**src/rtl/except_commit.sv**
```systemverilog
// -----------------------------------------------------------------------------
// except_commit
//
// Commit-stage exception / interrupt / ERTN handler for the two-wide retire
// path. It looks at the two oldest ROB entries each cycle and decides how many
// of them retire. It picks the oldest event, which is an interrupt (slot 0
// only), an exception or an ERTN. From that event it raises one-cycle CSR
// update pulses, a pipeline flush and a front-end redirect. It then blocks
// retirement for FLUSH_CYCLES cycles while the flush drains.
//
// Ports:
//   clk, rst_n               core clock, asynchronous active-low reset
//   retire{0,1}_*            ROB head entries (slot 0 is older)
//   int_pending              enabled interrupt pending
//   EENTRY, TLBRENTRY, ERA   current CSR values
//   retire_ready             high while the block is in IDLE
//   commit{0,1}_en           combinational per-slot retire enables
//   flush, redirect_valid    one-cycle flush / redirect (registered)
//   redirect_pc              redirect target (registered, held)
//   except_TLB_addr_en/_PC   BADV write pulse / value
//   era_we, era_data         ERA write pulse / value
//   estat_we, estat_ecode,
//   estat_esubcode           ESTAT Ecode/EsubCode write pulse / values
//   crmd_except, crmd_ertn   CRMD save-and-enter-kernel / restore pulses
// -----------------------------------------------------------------------------
module except_commit #(
    parameter int FLUSH_CYCLES = 2
) (
    input  logic        clk,
    input  logic        rst_n,
    input  logic        retire0_valid,
    input  logic        retire1_valid,
    input  logic [31:0] retire0_pc,
    input  logic [31:0] retire1_pc,
    input  logic        retire0_exc,
    input  logic        retire1_exc,
    input  logic [5:0]  retire0_ecode,
    input  logic [5:0]  retire1_ecode,
    input  logic [8:0]  retire0_esubcode,
    input  logic [8:0]  retire1_esubcode,
    input  logic [31:0] retire0_vaddr,
    input  logic [31:0] retire1_vaddr,
    input  logic        retire0_ertn,
    input  logic        retire1_ertn,
    input  logic        int_pending,
    input  logic [31:0] EENTRY,
    input  logic [31:0] TLBRENTRY,
    input  logic [31:0] ERA,
    output logic        retire_ready,
    output logic        commit0_en,
    output logic        commit1_en,
    output logic        flush,
    output logic        redirect_valid,
    output logic [31:0] redirect_pc,
    output logic        except_TLB_addr_en,
    output logic [31:0] except_TLB_addr_PC,
    output logic        era_we,
    output logic [31:0] era_data,
    output logic        estat_we,
    output logic [5:0]  estat_ecode,
    output logic [8:0]  estat_esubcode,
    output logic        crmd_except,
    output logic        crmd_ertn
);

    typedef enum logic [0:0] {
        IDLE  = 1'b0,
        DRAIN = 1'b1
    } state_t;

    localparam logic [5:0] ECODE_ADE  = 6'h08;
    localparam logic [5:0] ECODE_TLBR = 6'h3F;

    state_t      state_reg, state_next;
    logic [3:0]  cnt_reg, cnt_next;

    // Decoded event of the current cycle (valid only in IDLE)
    logic        ev;          // any event
    logic        ev_exc;      // exception or interrupt
    logic        ev_ertn;     // ERTN
    logic [5:0]  ev_ecode;
    logic [8:0]  ev_esubcode;
    logic [31:0] ev_pc;
    logic [31:0] ev_vaddr;
    logic        badv_en;
    logic [31:0] badv_val;
    logic [31:0] target_pc;

    // ------------------------------------------------------------------
    // Event selection and commit enables. Commits are suppressed while
    // reset is asserted so nothing retires before the block is running.
    // ------------------------------------------------------------------
    always_comb begin
        commit0_en  = 1'b0;
        commit1_en  = 1'b0;
        ev          = 1'b0;
        ev_exc      = 1'b0;
        ev_ertn     = 1'b0;
        ev_ecode    = 6'h00;
        ev_esubcode = 9'h000;
        ev_pc       = 32'h0;
        ev_vaddr    = 32'h0;
        if (rst_n && state_reg == IDLE && retire0_valid) begin
            if (int_pending) begin
                // Interrupts are only taken in front of the oldest entry
                ev     = 1'b1;
                ev_exc = 1'b1;
                ev_pc  = retire0_pc;
            end else if (retire0_exc) begin
                ev          = 1'b1;
                ev_exc      = 1'b1;
                ev_ecode    = retire0_ecode;
                ev_esubcode = retire0_esubcode;
                ev_pc       = retire0_pc;
                ev_vaddr    = retire0_vaddr;
            end else if (retire0_ertn) begin
                ev         = 1'b1;
                ev_ertn    = 1'b1;
                commit0_en = 1'b1;
            end else begin
                commit0_en = 1'b1;
                if (retire1_valid && retire1_exc) begin
                    ev          = 1'b1;
                    ev_exc      = 1'b1;
                    ev_ecode    = retire1_ecode;
                    ev_esubcode = retire1_esubcode;
                    ev_pc       = retire1_pc;
                    ev_vaddr    = retire1_vaddr;
                end else if (retire1_valid && retire1_ertn) begin
                    ev         = 1'b1;
                    ev_ertn    = 1'b1;
                    commit1_en = 1'b1;
                end else begin
                    commit1_en = retire1_valid;
                end
            end
        end
    end

    // ------------------------------------------------------------------
    // BADV source: fetch-side ADE reports the PC, the memory-side faults
    // report the data address. Interrupts and ERTN never write BADV.
    // ------------------------------------------------------------------
    always_comb begin
        badv_en  = 1'b0;
        badv_val = ev_vaddr;
        if (ev && ev_exc) begin
            case (ev_ecode)
                ECODE_ADE: begin
                    if (ev_esubcode == 9'd0) begin
                        badv_en  = 1'b1;
                        badv_val = ev_pc;
                    end else if (ev_esubcode == 9'd1) begin
                        badv_en = 1'b1;
                    end
                end
                6'h01, 6'h02, 6'h03, 6'h04, 6'h07, 6'h09, ECODE_TLBR: begin
                    badv_en = 1'b1;
                end
                default: badv_en = 1'b0;
            endcase
        end
    end

    always_comb begin
        if (ev_ertn) begin
            target_pc = ERA;
        end else if (ev_ecode == ECODE_TLBR) begin
            target_pc = TLBRENTRY;
        end else begin
            target_pc = EENTRY;
        end
    end

    // ------------------------------------------------------------------
    // FSM: IDLE -> DRAIN on any event. The counter is loaded with
    // FLUSH_CYCLES on entry and DRAIN exits the cycle after it reaches 1.
    // ------------------------------------------------------------------
    always_comb begin
        state_next = state_reg;
        cnt_next   = cnt_reg;
        case (state_reg)
            IDLE: begin
                if (ev) begin
                    state_next = DRAIN;
                    cnt_next   = 4'(FLUSH_CYCLES);
                end
            end
            DRAIN: begin
                if (cnt_reg <= 4'd1) begin
                    state_next = IDLE;
                    cnt_next   = 4'd0;
                end else begin
                    cnt_next = cnt_reg - 4'd1;
                end
            end
            default: begin
                state_next = IDLE;
                cnt_next   = 4'd0;
            end
        endcase
    end

    always_ff @(posedge clk or negedge rst_n) begin
        if (!rst_n) begin
            state_reg <= IDLE;
            cnt_reg   <= 4'd0;
        end else begin
            state_reg <= state_next;
            cnt_reg   <= cnt_next;
        end
    end

    assign retire_ready = (state_reg == IDLE);

    // ------------------------------------------------------------------
    // Registered pulses and held CSR write data. A data register updates
    // only together with its pulse, so it keeps the last written value.
    // ------------------------------------------------------------------
    always_ff @(posedge clk or negedge rst_n) begin
        if (!rst_n) begin
            flush              <= 1'b0;
            redirect_valid     <= 1'b0;
            redirect_pc        <= 32'h0;
            except_TLB_addr_en <= 1'b0;
            except_TLB_addr_PC <= 32'h0;
            era_we             <= 1'b0;
            era_data           <= 32'h0;
            estat_we           <= 1'b0;
            estat_ecode        <= 6'h00;
            estat_esubcode     <= 9'h000;
            crmd_except        <= 1'b0;
            crmd_ertn          <= 1'b0;
        end else begin
            flush              <= ev;
            redirect_valid     <= ev;
            except_TLB_addr_en <= badv_en;
            era_we             <= ev && ev_exc;
            estat_we           <= ev && ev_exc;
            crmd_except        <= ev && ev_exc;
            crmd_ertn          <= ev && ev_ertn;
            if (ev) begin
                redirect_pc <= target_pc;
            end
            if (badv_en) begin
                except_TLB_addr_PC <= badv_val;
            end
            if (ev && ev_exc) begin
                era_data       <= ev_pc;
                estat_ecode    <= ev_ecode;
                estat_esubcode <= ev_esubcode;
            end
        end
    end

endmodule

```
**config.mk**
```make
export PLATFORM = sky130hd
export DESIGN_NAME = except_commit
export DESIGN_NICKNAME = d
export VERILOG_FILES = /design/src/rtl/except_commit.sv
export SDC_FILE = /design/constraint.sdc
export NUM_CORES = 1
export LEC_CHECK = 0
export CORE_AREA = 5 5 144 146
export DETAILED_ROUTE_END_ITERATION = 7
export DIE_AREA = 0 0 149 151
export GPL_ROUTABILITY_DRIVEN = 0
export PLACE_DENSITY = 0.79
export SYNTH_ARGS = -nofsm -noshare
export SYNTH_HDL_FRONTEND = slang
export SYNTH_SLANG_ARGS = --single-unit
export TNS_END_PERCENT = 30
```
**constraint.sdc**
```tcl
create_clock -name clk -period 4.2 [get_ports clk]
set_input_delay 0.84 -clock clk [delete_from_list [all_inputs] [get_ports clk]]
set_output_delay 0.84 -clock clk [all_outputs]
set_load 0.1 [all_outputs]
```
==> results.tsv <==
metric	value	unit
syn_area	6690	um2
cts_hold_buf	0	
fin_setup_tns	0	ns
worstSetupStartpoint	retire0_valid	
hp-class	register to register	
finalHoldViolations	0	
skew	0.0123	ns
p_clk_frac	0.170	
final_cells	1386	
async_flop_share	1.00	
rsz0062_at_grt	false	
r2r_setup_slack	1.41	ns
grt_pass1_wl	40000	um
p_switching	0.00526	W
cts_max_path_buffers	2	
internal_power	0.00404	W
timing.rr.start	state_reg	
yosysSeqAreaShare	0.449	
antenna_found_initial	1	
drive_gt1_frac	0.0670	
dieHeight	151	um
postCtsResizedCells	0	
cp-end-kind	output pin	
num_vias	7256	
setup_violations	0	
holdPathEnd	redirect_pc[30]	
cts_buffers	17	
syn2layout_area_growth	69.6	%
min_from	redirect_pc[30]	
synth_nets	1023	
max-cap-violations	0	
path_class	primary input to output pin	
die-area	22500	um2
grt_start_max_net_pins	65	
path_max_fanout	13	
post-route-min-period	3.53	ns
drtIter0Drc	257	
io_buffer_count	383	
dp_hpwl	19900	um
min_path_cells	1	
synth_warnings	0	
slew_viol_final	0	
synthFlopType	dfrtp_1	
fmax	284	MHz
initial_core_util	0.347	
seqPwrFrac	0.209	
core_area	19300	um2
p_comb_frac	0.621	
cts_root_buf	clkbuf_16	
numPlacedInstances	1353	
critPathArrivalTime	2.69	ns
cts_tree	yes	
rr_endpoint	redirect_pc[4]	
grt_pass1_vias	7385	
avgSynthCellArea	8.83	um2
overflow	0	
io_pins	384	
drc_errors	0	
reg2reg_depth	6	
num_rows	51	
synth_cell_type_count	52	
via_per_inst	5.24	
netlist.area_leader.share	0.449	
finalCritPeriodShare	0.839	
avgRoutedWirePerCell	19.2	um
yosysTopAreaCell	dfrtp_1	
syn_inst	758	
drt_first_pass_iters	5	
clock-sinks	120	
start_kind	primary input	
top_regs	era_data: 32 flops, except_TLB_addr_PC: 32 flops, redirect_pc: 32 flops	
p_sw_frac	0.565	
ir_drop	0.546	mV
maxSlewHeadroom	0.208	
synth_edf_count	0	
clk_pin_slew	0.06	ns
h-tree-depth	4	
cp_data_required_time	3.36	ns
fp.dieW	149	um
synth_seq_cells	120	
postRouteAntennaNets	0	
routed_wl	26600	um
p_per_area	820	nW/um2
power_leakage	5.19	nW
track_usage	0.227	
status	completed	
worstMarginPinSlew	1.19	ns
nets	1372	
post-cts-setup-buffers	0	
clk_latency	0.41	ns
fin_util	0.589	
synth_area_leaders	dfrtp_1 (45%), a21o_1 (7.5%), nand2_1 (6.3%)	
stage by stage:
step	cell area [um2]	total power [W]	worst slack [ns]	hold slack, ns
after floorplan	6690	0.00616	0.483	0.494
after global placement	10700	0.00771	0.487	0.459
after detailed placement	10700	0.00775	0.427	0.465
after CTS	11300	0.00936	0.634	0.478
after global routing	11300	0.00962	0.579	0.484
final	11300	0.00930	0.674	0.473
metal layers:
| layer | vias to the layer above | wire, um | GRT usage |
|---|---|---|---|
| met2 | 323 | 13200 | 0.398 |
| met3 | 31 | 2540 | 0.0781 |
| li1 | 3403 | - | - |
| met4 | 0 | 618 | 0.0796 |
| met5 | - | 0 | 0 |
| met1 | 3499 | 10200 | 0.258 |
cells in the mapped netlist, types with 2 or more instances:
master      n
buf_8       3
buf_2      15
buf_1       3
clkbuf_1   43
nor2b_1     3
nand3_1    33
a21o_1     67
a22oi_1    44
nand2_1   113
a22oi_4     2
buf_4       5
o21ai_0    47
and3_1      2
nor3_1     35
o21ai_1     7
ha_1        2
and3b_1     2
xnor2_1     2
a31oi_1    32
mux2i_1    32
a21oi_1    64
dfrtp_1   120
nor4_1      4
inv_1      39
nor2_1     12
how the worst max path moves through the flow:
stage | to
after CTS | commit1_en
after floorplan | commit1_en
after global routing | commit1_en
after global placement | redirect_pc[31]
final | commit1_en
after detailed placement | redirect_pc[3]
area by class of cell:
cell class / count / area (um2)
fill: 1717 / 7920
clock buffer: 19 / 443
inverter: 40 / 150
tap: 265 / 332
multi-input combinational: 528 / 3230
clock inverter: 13 / 194
sequential: 120 / 3000
antenna: 1 / 2.50
timing repair buffer: 400 / 4000
power groups by stage:
stage / Sequential, W / Clock (W) / Combinational (W)
6_report: 0.00194 / 0.00158 / 0.00578
5_1_grt: 0.00201 / 0.00166 / 0.00595
4_1_cts: 0.00194 / 0.00161 / 0.00581
3_5_place_dp: 0.00196 / 0 / 0.00579
3_3_place_gp: 0.00194 / 0 / 0.00577
2_1_floorplan: 0.00543 / 0 / 0.000722
critical path, cell delays in order:
cell,delay [ns]
clkdlybuf4s50_1,0.50
nand3b_4,0.13
or2_2,0.42
nor2_2,0.26
and4bb_2,0.32
buf_12,0.18
cells by family (layout without fill, tap and decap cells):
kind of cell	Yosys count	in the layout	synth area share
buffers and inverters	110	472	0.0735
adders and majority gates	2	2	0.00374
AOI/OAI and AO/OA	274	274	0.268
and+or+nand+nor	218	218	0.156
muxes	32	32	0.0479
xor gates and xnor gates	2	2	0.00262
other	0	1	0
DFF	120	120	0.449
cell usage in the layout (no fill, tap or decap), types with 3 or more instances in the layout:
master / Yosys / final
clkdlybuf4s50_1: 0 / 379
dfrtp_1: 120 / 120
nand2_1: 113 / 113
a21o_1: 67 / 67
a21oi_1: 64 / 64
o21ai_0: 47 / 46
a22oi_1: 44 / 44
inv_1: 39 / 39
nor3_1: 35 / 35
nand3_1: 33 / 33
a31oi_1: 32 / 32
mux2i_1: 32 / 32
clkbuf_16: 0 / 17
buf_4: 5 / 16
nor2_1: 12 / 10
o21ai_1: 7 / 7
nor4_1: 4 / 4
bufinv_16: 0 / 4
clkinvlp_4: 0 / 4
buf_12: 0 / 4
nor2_2: 1 / 3
nor2b_1: 3 / 3
clkinv_4: 0 / 3
No activity file was read; power rests on OpenSTA's default activity.
